--- src/rtl/br_issue_queue.sv ---
// In-order issue queue for the branch unit: buffers dispatched micro-ops, captures
// operands from the writeback broadcast and issues the head once both operands are ready.
`ifndef DATA_WIDTH_BR_OP
`define DATA_WIDTH_BR_OP 3
`endif
`ifndef PC_WIDTH
`define PC_WIDTH 32
`endif
`ifndef WORD_WIDTH
`define WORD_WIDTH 32
`endif
`ifndef ROB_DEPTH
`define ROB_DEPTH 16
`endif

package br_iq_pkg;
  localparam int TAG_W = $clog2(`ROB_DEPTH);

  typedef struct packed {
    logic                         valid;
    logic [`DATA_WIDTH_BR_OP-1:0] op;
    logic [`PC_WIDTH-1:0]         pc;
    logic [`WORD_WIDTH-1:0]       imm;
    logic [TAG_W-1:0]             pdst;
    logic                         rs1_ready;
    logic [`WORD_WIDTH-1:0]       rs1_value;
    logic [TAG_W-1:0]             rs1_rob;
    logic                         rs2_ready;
    logic [`WORD_WIDTH-1:0]       rs2_value;
    logic [TAG_W-1:0]             rs2_rob;
  } iq_entry_t;

  typedef struct packed {
    logic [`DATA_WIDTH_BR_OP-1:0] op;
    logic [`PC_WIDTH-1:0]         pc;
    logic [`WORD_WIDTH-1:0]       imm;
    logic [TAG_W-1:0]             pdst;
    logic [`WORD_WIDTH-1:0]       rs1_value;
    logic [`WORD_WIDTH-1:0]       rs2_value;
  } iq_issue_t;
endpackage

// One queue slot: holds the micro-op and snoops the writeback bus for its operands.
module br_iq_entry
  import br_iq_pkg::*;
(
  input  logic                   clk,
  input  logic                   rst,
  input  logic                   flush,
  input  logic                   wr,
  input  logic                   pop,
  input  iq_entry_t              din,
  input  logic                   wb_valid,
  input  logic [TAG_W-1:0]       wb_rob,
  input  logic [`WORD_WIDTH-1:0] wb_value,
  output logic                   rdy,
  output iq_issue_t              pay
);
  iq_entry_t st, nxt;

  function automatic iq_entry_t wake(input iq_entry_t e);
    wake = e;
    if (wb_valid && !e.rs1_ready && e.rs1_rob == wb_rob) begin
      wake.rs1_ready = 1'b1;
      wake.rs1_value = wb_value;
    end
    if (wb_valid && !e.rs2_ready && e.rs2_rob == wb_rob) begin
      wake.rs2_ready = 1'b1;
      wake.rs2_value = wb_value;
    end
  endfunction

  always_comb begin
    nxt = st;
    if (flush) begin
      nxt.valid     = 1'b0;
      nxt.rs1_ready = 1'b0;
      nxt.rs2_ready = 1'b0;
    end else if (wr) begin
      // same-cycle broadcast is captured on the way in
      nxt = wake(din);
    end else if (pop) begin
      nxt.valid = 1'b0;
    end else if (st.valid) begin
      nxt = wake(st);
    end
  end

  always_ff @(posedge clk or posedge rst) begin
    if (rst) st <= '0;
    else     st <= nxt;
  end

  assign rdy = st.valid && st.rs1_ready && st.rs2_ready;
  assign pay = '{op: st.op, pc: st.pc, imm: st.imm, pdst: st.pdst,
                 rs1_value: st.rs1_value, rs2_value: st.rs2_value};
endmodule

// DEPTH must be a power of two (>= 2) so the pointers wrap by plain overflow.
module br_issue_queue
  import br_iq_pkg::*;
#(
  parameter int DEPTH = 4
) (
  input  logic                               clk,
  input  logic                               rst,
  input  logic                               flush,
  input  logic                               br_dispatch_en,
  input  logic [`DATA_WIDTH_BR_OP-1:0]       br_dispatch_op,
  input  logic [`PC_WIDTH-1:0]               br_dispatch_pc,
  input  logic [`WORD_WIDTH-1:0]             br_dispatch_imm,
  input  logic                               br_dispatch_rs1_ready,
  input  logic                               br_dispatch_rs2_ready,
  input  logic [`WORD_WIDTH-1:0]             br_dispatch_rs1_value,
  input  logic [`WORD_WIDTH-1:0]             br_dispatch_rs2_value,
  input  logic [$clog2(`ROB_DEPTH)-1:0]      br_dispatch_rs1_rob,
  input  logic [$clog2(`ROB_DEPTH)-1:0]      br_dispatch_rs2_rob,
  input  logic [$clog2(`ROB_DEPTH)-1:0]      br_dispatch_Pdst,
  output logic                               br_queue_full,
  input  logic                               wb_valid,
  input  logic [$clog2(`ROB_DEPTH)-1:0]      wb_rob,
  input  logic [`WORD_WIDTH-1:0]             wb_value,
  output logic                               br_issue_en,
  output logic [`DATA_WIDTH_BR_OP-1:0]       br_issue_queue_op,
  output logic [`PC_WIDTH-1:0]               br_issue_queue_pc,
  output logic [`WORD_WIDTH-1:0]             br_issue_queue_imm,
  output logic [`WORD_WIDTH-1:0]             br_issue_queue_rs1_value,
  output logic [`WORD_WIDTH-1:0]             br_issue_queue_rs2_value,
  output logic [$clog2(`ROB_DEPTH)-1:0]      br_issue_queue_Pdst
);
  localparam int AW = $clog2(DEPTH);
  localparam int CW = AW + 1;

  logic [AW-1:0]              head, tail;
  logic [CW-1:0]              count, count_nxt;
  logic [DEPTH-1:0]           rdy;
  iq_issue_t [DEPTH-1:0]      pay;
  iq_issue_t                  iss;
  iq_entry_t                  din;
  logic                       do_disp, do_issue;

  // full is registered, so a same-cycle issue cannot make room for a dispatch
  assign do_disp  = br_dispatch_en && !br_queue_full;
  assign do_issue = (count != '0) && rdy[head];

  assign din = '{valid: 1'b1, op: br_dispatch_op, pc: br_dispatch_pc,
                 imm: br_dispatch_imm, pdst: br_dispatch_Pdst,
                 rs1_ready: br_dispatch_rs1_ready, rs1_value: br_dispatch_rs1_value,
                 rs1_rob: br_dispatch_rs1_rob,
                 rs2_ready: br_dispatch_rs2_ready, rs2_value: br_dispatch_rs2_value,
                 rs2_rob: br_dispatch_rs2_rob};

  for (genvar i = 0; i < DEPTH; i++) begin : g_ent
    br_iq_entry u_ent (
      .clk      (clk),
      .rst      (rst),
      .flush    (flush),
      .wr       (do_disp && tail == AW'(i)),
      .pop      (do_issue && head == AW'(i)),
      .din      (din),
      .wb_valid (wb_valid),
      .wb_rob   (wb_rob),
      .wb_value (wb_value),
      .rdy      (rdy[i]),
      .pay      (pay[i])
    );
  end

  always_comb begin
    count_nxt = count;
    if (do_disp && !do_issue)      count_nxt = count + CW'(1);
    else if (!do_disp && do_issue) count_nxt = count - CW'(1);
  end

  always_ff @(posedge clk or posedge rst) begin
    if (rst) begin
      head          <= '0;
      tail          <= '0;
      count         <= '0;
      br_queue_full <= 1'b0;
      br_issue_en   <= 1'b0;
      iss           <= '0;
    end else if (flush) begin
      head          <= '0;
      tail          <= '0;
      count         <= '0;
      br_queue_full <= 1'b0;
      br_issue_en   <= 1'b0;
    end else begin
      if (do_issue) begin
        head <= head + AW'(1);
        iss  <= pay[head];
      end
      if (do_disp) tail <= tail + AW'(1);
      count         <= count_nxt;
      br_queue_full <= (count_nxt == CW'(DEPTH));
      br_issue_en   <= do_issue;
    end
  end

  assign br_issue_queue_op        = iss.op;
  assign br_issue_queue_pc        = iss.pc;
  assign br_issue_queue_imm       = iss.imm;
  assign br_issue_queue_rs1_value = iss.rs1_value;
  assign br_issue_queue_rs2_value = iss.rs2_value;
  assign br_issue_queue_Pdst      = iss.pdst;
endmodule

--- config.mk ---
export PLATFORM = sky130hd
export DESIGN_NAME = br_issue_queue
export DESIGN_NICKNAME = d
export VERILOG_FILES = /design/src/rtl/br_issue_queue.sv
export SDC_FILE = /design/constraint.sdc
export NUM_CORES = 2
export LEC_CHECK = 0
export CORE_MARGIN = 1
export CORE_UTILIZATION = 52
export CTS_CLUSTER_DIAMETER = 150
export DETAILED_ROUTE_END_ITERATION = 10
export PLACE_DENSITY = 0.76
export SKIP_CTS_REPAIR_TIMING = 1
export SLEW_MARGIN = 10
export SYNTH_ARGS = -nofsm -noshare
export SYNTH_HDL_FRONTEND = slang
export SYNTH_SLANG_ARGS = --single-unit
--- constraint.sdc ---
create_clock -name clk -period 26.1 [get_ports clk]
set_input_delay 5.22 -clock clk [delete_from_list [all_inputs] [get_ports clk]]
set_output_delay 5.22 -clock clk [all_outputs]
set_load 0.01 [all_outputs]
== Word-level counts from Yosys, hierarchy flattened ==
Cells that the tools add are included.

* Bits in registers: 728
* Input bits: 186
* Output and inout bits: 137
* Word-level logic and storage cells: 240

* Add/sub/neg operators: 4
* Order comparisons: 1
* Equality and inequality tests: 25
* Multiplexer cells: 51
* Bitwise gates (word level): 1
* Reduce and logical (&&, ||, !) cells: 103

{| class="wikitable"
|+ Operator list
! operator !! number
|-
| $mux 146 || 8
|-
| $mux 145 || 4
|-
| $mux 33 || 10
|-
| $bmux 135 s2 || 1
|-
| $mux 135 || 1
|-
| $eq 4x4->1 || 10
|-
| $logic_and 1x1->1 || 40
|-
| $reduce_bool 3->1 || 13
|-
| $reduce_and 4->1 || 8
|-
| $reduce_bool 2->1 || 14
|-
| $reduce_and 3->1 || 8
|-
| $mux 1 || 19
|-
| $logic_not 1->1 || 13
|-
| $ne 3x2->1 const B || 4
|-
| $reduce_and 2->1 || 5
|-
| $mux 3 || 3
|-
| $eq 2x2->1 const B || 4
|-
| $mux 2 || 4
|-
| $ne 2x1->1 const B || 4
|-
| $add 2x1->2 const B || 2
|-
| $eq 2x1->1 const B || 2
|-
| $logic_not 2->1 || 2
|-
| $add 3x1->3 const B || 1
|-
| $eq 3x3->1 const B || 1
|-
| 4 further kinds || 4
|}

== Depth between registers and ports, before layout ==
* Depth after elaboration: 10
* Depth in mapped cells: 10
* Depth with buffers taken out: 7

== Cells and area by module ==
Synthesis repeated with hierarchy kept, for this count alone.

* Cell total of the unflattened synthesis: 4160
* Area total of the unflattened synthesis: 40924.2 µm²

{| class="wikitable"
|+ Modules (own cells, without submodules)
! module !! instances !! cells each !! area an instance (µm²) !! seq. area each (µm²)
|-
| br_iq_entry || 4 || 908 || 8011.4 || 3653.5
|-
| br_issue_queue || 1 || 528 || 8878.5 || 3603.5
|}

== Least setup slack after synthesis ==
No wires, ideal clock.

* Path kind: input -> register
* Start point: input port wb_rob[1]
* End point: register g_ent[0].u_ent.st, in the netlist g_ent[0].u_ent.pay[10]
* Library setup time: 125 ps
* Arrival time: 6788 ps
* Data required time: 25975 ps
* Slack: 19187 ps
* Stages: 7
* Path buffers: 2
* Cell sequence: buf_4 > xor2_1 > nor3_1 > nand2_1 > o41ai_4 > buf_6 > mux2_4

* Cells in the longest elaborated chain, start to end: 4
* Elaborated cells between the ends (all ways): 8
* Classes of those cells: eq/ne (2); mux (2); reduce/logical (4)

{| class="wikitable"
|+ RTL lines
! what !! line !! RTL
|-
| from (decl) || 121 || <nowiki>input logic [$clog2(`ROB_DEPTH)-1:0] wb_rob,</nowiki>
|-
| $eq 4x4->1 || 67 || <nowiki>if (wb_valid && !e.rs2_ready && e.rs2_rob == wb_rob) begin</nowiki>
|-
| $logic_and 1x1->1 || 67 ||
|-
| $reduce_bool 2->1 (no source line) or $mux 33 (tied branches) || -- ||
|-
| $reduce_and 4->1 (no source line) or $mux 146 (tied branches) || -- ||
|-
| to (signal assigned) || 91 || <nowiki>else st <= nxt;</nowiki>
|-
| to (decl) || 59 || <nowiki>iq_entry_t st, nxt;</nowiki>
|}

Parallel ways exist; a longest one is shown, timed or not.
A chain may end at the register's enable or synchronous reset.

==> out/metrics.cfg <==
[layout]
nets=2692
fin_area_um2=40900
drive_gt1_frac=0.399
final_core_utilization=0.630
synthToLayoutAreaGrowth_pct=18.9

[worst_setup_path]
cp-end-kind=asynchronous set/reset pin
r2r_slack_ns=21.83
r2r_cells=8
critPathMaxFanout=164
critPathLaunchType=primary input
crit_path_max_incr_delay_ns=0.87
arrival_ns=8.96
rr_endpoint=g_ent[1].u_ent.pay[41]
r2r-start=head[1]
crit_cells=5
crit_end=g_ent[2].u_ent.pay[106]
cp-startpoint=rst
required_ns=26.70
critPathTopFamily=buffers and inverters
cp_cell_sequence=clkdlybuf4s50_1 > inv_8 > buf_12 > buf_6 > buf_4
crit_buf_inv=5
critPathSlowestCell=buf_4
critPathKind=primary input to asynchronous set/reset pin

[die]
die_w_um=259
core_um2=64900
rows=93
start_util=0.530
die-height_um=259
dieArea_um2=67200
ios=323

[detailed_routing]
wl_um=90300
antenna_left=0
wl_per_cell_um=26.4
via_per_inst=6.28
drcViolationCount=0
num_vias=21500
firstDrtPassIters=5
drt_first_iter_violations=1513

[placement]
globalplace.congestion=0.828
dpl.hpwl_um=54400
numPortBuffers=322
dpl-instance-area_um2=38300

[synthesis]
synth_top_flop_cell=dfrtp_1
synthXorXnorAreaFrac=0.0108
synth_top_area_share=0.529
synth_area_leaders=dfrtp_1 (53%), mux2_2 (20%), mux4_2 (8.8%)
netlist_area_um2=34400
synth-compound-area-share=0.0848
yosysTopAreaCell=dfrtp_1
syn-num-nets=2443
yosysUniqueCellTypes=57
synthArstFlopShare=1.00
synthCells=2246
syn_avg_cell_area_um2=15.3
yosys_warnings=0
synth_edf_count=0
synth_mux_area_frac=0.327
synth-seq-cells=728
synth_top_family_by_area=multiplexers
yosysSeqAreaShare=0.529
synth_adder_area_share=0.00400
yosys.area_share.simple=0.0146

[sta]
finalSetupViolations=0
skew_ns=0.0213
finalCritPeriodShare=0.320
setup_tns_ns=0
hold_viol=0
final_max_slew_viol_count=0
fmax_ghz=0.120
rsz0062_at_grt=no
min_period_ns=8.36
holdWs_ns=0.485
worstMarginPinSlew_ns=1.10
slew_headroom=0.263

[min_path]
hp-class=register to register
hold-path-cell-count=1

[global_routing]
antenna_found_initial=21
grt_util_all_layers=0.273
grt_max_degree=187
grt_pass1_wl_um=141000
overflow=0
grt_pass1_vias=23900

[clock_tree]
insertion_delay_ns=0.63
clkTransAtPathRegs_ns=0.06
clk_path_buf_depth=3
clkSinkCount=728
cts_made_buffers=78
root_buffer=clkbuf_16
cts_tree=done
htree_levels=3

[pwr]
vdd_drop_max_v=0.0000551
p_leak_nw=18.0
p_per_area_nw_per_um2=79.2

[outcome]
outcome=finished, final reports clean

[job]
max-cap-violations=0

## how the worst min path moves through the flow
stage                                       from                      to
after detailed placement  g_ent[1].u_ent.pay[32]  g_ent[1].u_ent.pay[32]
after floorplan           g_ent[1].u_ent.pay[32]  g_ent[1].u_ent.pay[32]
after global routing      g_ent[3].u_ent.pay[60]  g_ent[3].u_ent.pay[60]
after global placement    g_ent[3].u_ent.pay[59]  g_ent[3].u_ent.pay[59]
after CTS                 g_ent[1].u_ent.pay[32]  g_ent[1].u_ent.pay[32]
final                     g_ent[0].u_ent.pay[56]  g_ent[0].u_ent.pay[56]
## per-layer routing
metal | part of all wire | track usage | vias to the layer above | routed length (µm)
met5 | 0.0019 | 0 | - | 168
li1 | - | - | 9036 | -
met4 | 0.030 | 0.0933 | 26 | 2710
met2 | 0.50 | 0.452 | 759 | 45000
met3 | 0.082 | 0.0788 | 202 | 7390
met1 | 0.39 | 0.343 | 11500 | 35000
## kinds of logic after synthesis
group                      count (synthesis)
and+or+nand+nor                           94
DFF                                      728
AOI/OAI and AO/OA                        323
adders and majority gates                 11
xor gates and xnor gates                  41
muxes                                    840
buffers and inverters                    209
## cells in the final DEF, fill, tap and decap left out, types with 8 or more instances in the layout
cell and n:
dfrtp_1 726, xor2_1 12, clkdlybuf4s50_1 321, mux2_4 71, clkbuf_16 79, a21oi_1 11
inv_1 15, buf_4 36, clkbuf_1 11, clkinv_2 15, mux2_1 29, mux2_2 605
clkbuf_8 24, xnor2_1 28, nor2_1 21, mux4_2 135, nand3_1 8, nand2_1 17
a22o_1 256, ha_1 11, diode_2 9
## per-stage QoR
| step | std cells | power, mW | setup WS (ns) |
|---|---|---|---|
| 5_1_grt | 3416 | 3.38 | 17.12 |
| 6_report | 3420 | 3.24 | 17.74 |
| 2_1_floorplan | 2246 | 1.92 | 0.456 |
| 3_3_place_gp | 3270 | 2.09 | 16.85 |
| 4_1_cts | 3411 | 3.27 | 17.30 |
| 3_5_place_dp | 3270 | 2.14 | 16.62 |
## Yosys cell counts, types with 2 or more instances
cell / number
dfrtp_1: 728
mux2_2: 605
a22o_1: 256
mux4_2: 135
clkbuf_1: 99
mux2_4: 71
buf_2: 55
mux2_1: 29
xnor2_1: 28
nor2_1: 24
buf_6: 18
nand2_1: 18
inv_1: 16
a21oi_1: 15
buf_1: 13
xor2_1: 12
ha_1: 11
buf_4: 8
nand3_1: 8
a221oi_1: 7
a31oi_1: 7
nand2b_1: 7
nand4_1: 7
or3_1: 5
and3_1: 4
and3b_1: 4
nand3b_1: 4
nor3_1: 4
o21ai_1: 4
o31ai_4: 4
o32ai_4: 4
o41ai_2: 4
nor2b_1: 3
o21ai_0: 3
nor2_4: 2
o21a_1: 2
o221a_2: 2
## layout make-up
| type | count | area (µm²) |
|---|---|---|
| inverter | 16 | 67.6 |
| clock buffer | 114 | 2350 |
| clock inverter | 27 | 280 |
| tap | 855 | 1070 |
| timing repair buffer | 362 | 3560 |
| sequential | 728 | 18200 |
| multi-input combinational | 1309 | 15300 |
| fill | 4683 | 24000 |
| antenna | 9 | 22.5 |
## state kept, by name, indices dropped and copies added, names as in the netlist
signal                    count
br_issue_queue_rs1_value     32
br_issue_queue_Pdst           4
br_issue_queue_rs2_value     32
g_ent.u_ent.pay             540
tail                          2
br_issue_en                   1
head                          2
br_issue_queue_imm           32
count                         3
br_queue_full                 1
br_issue_queue_pc            32
g_ent.u_ent.st               44
br_issue_queue_op             3
## power by group
group	total [mW]	internal, mW	leakage (nW)	switching (mW)
Clock	1.12	0.657	1.30	0.466
Sequential	1.50	1.37	9.58	0.129
Combinational	0.619	0.384	7.14	0.235
Total	3.24	2.41	18.0	0.830
No activity file was read; power rests on OpenSTA's default activity.
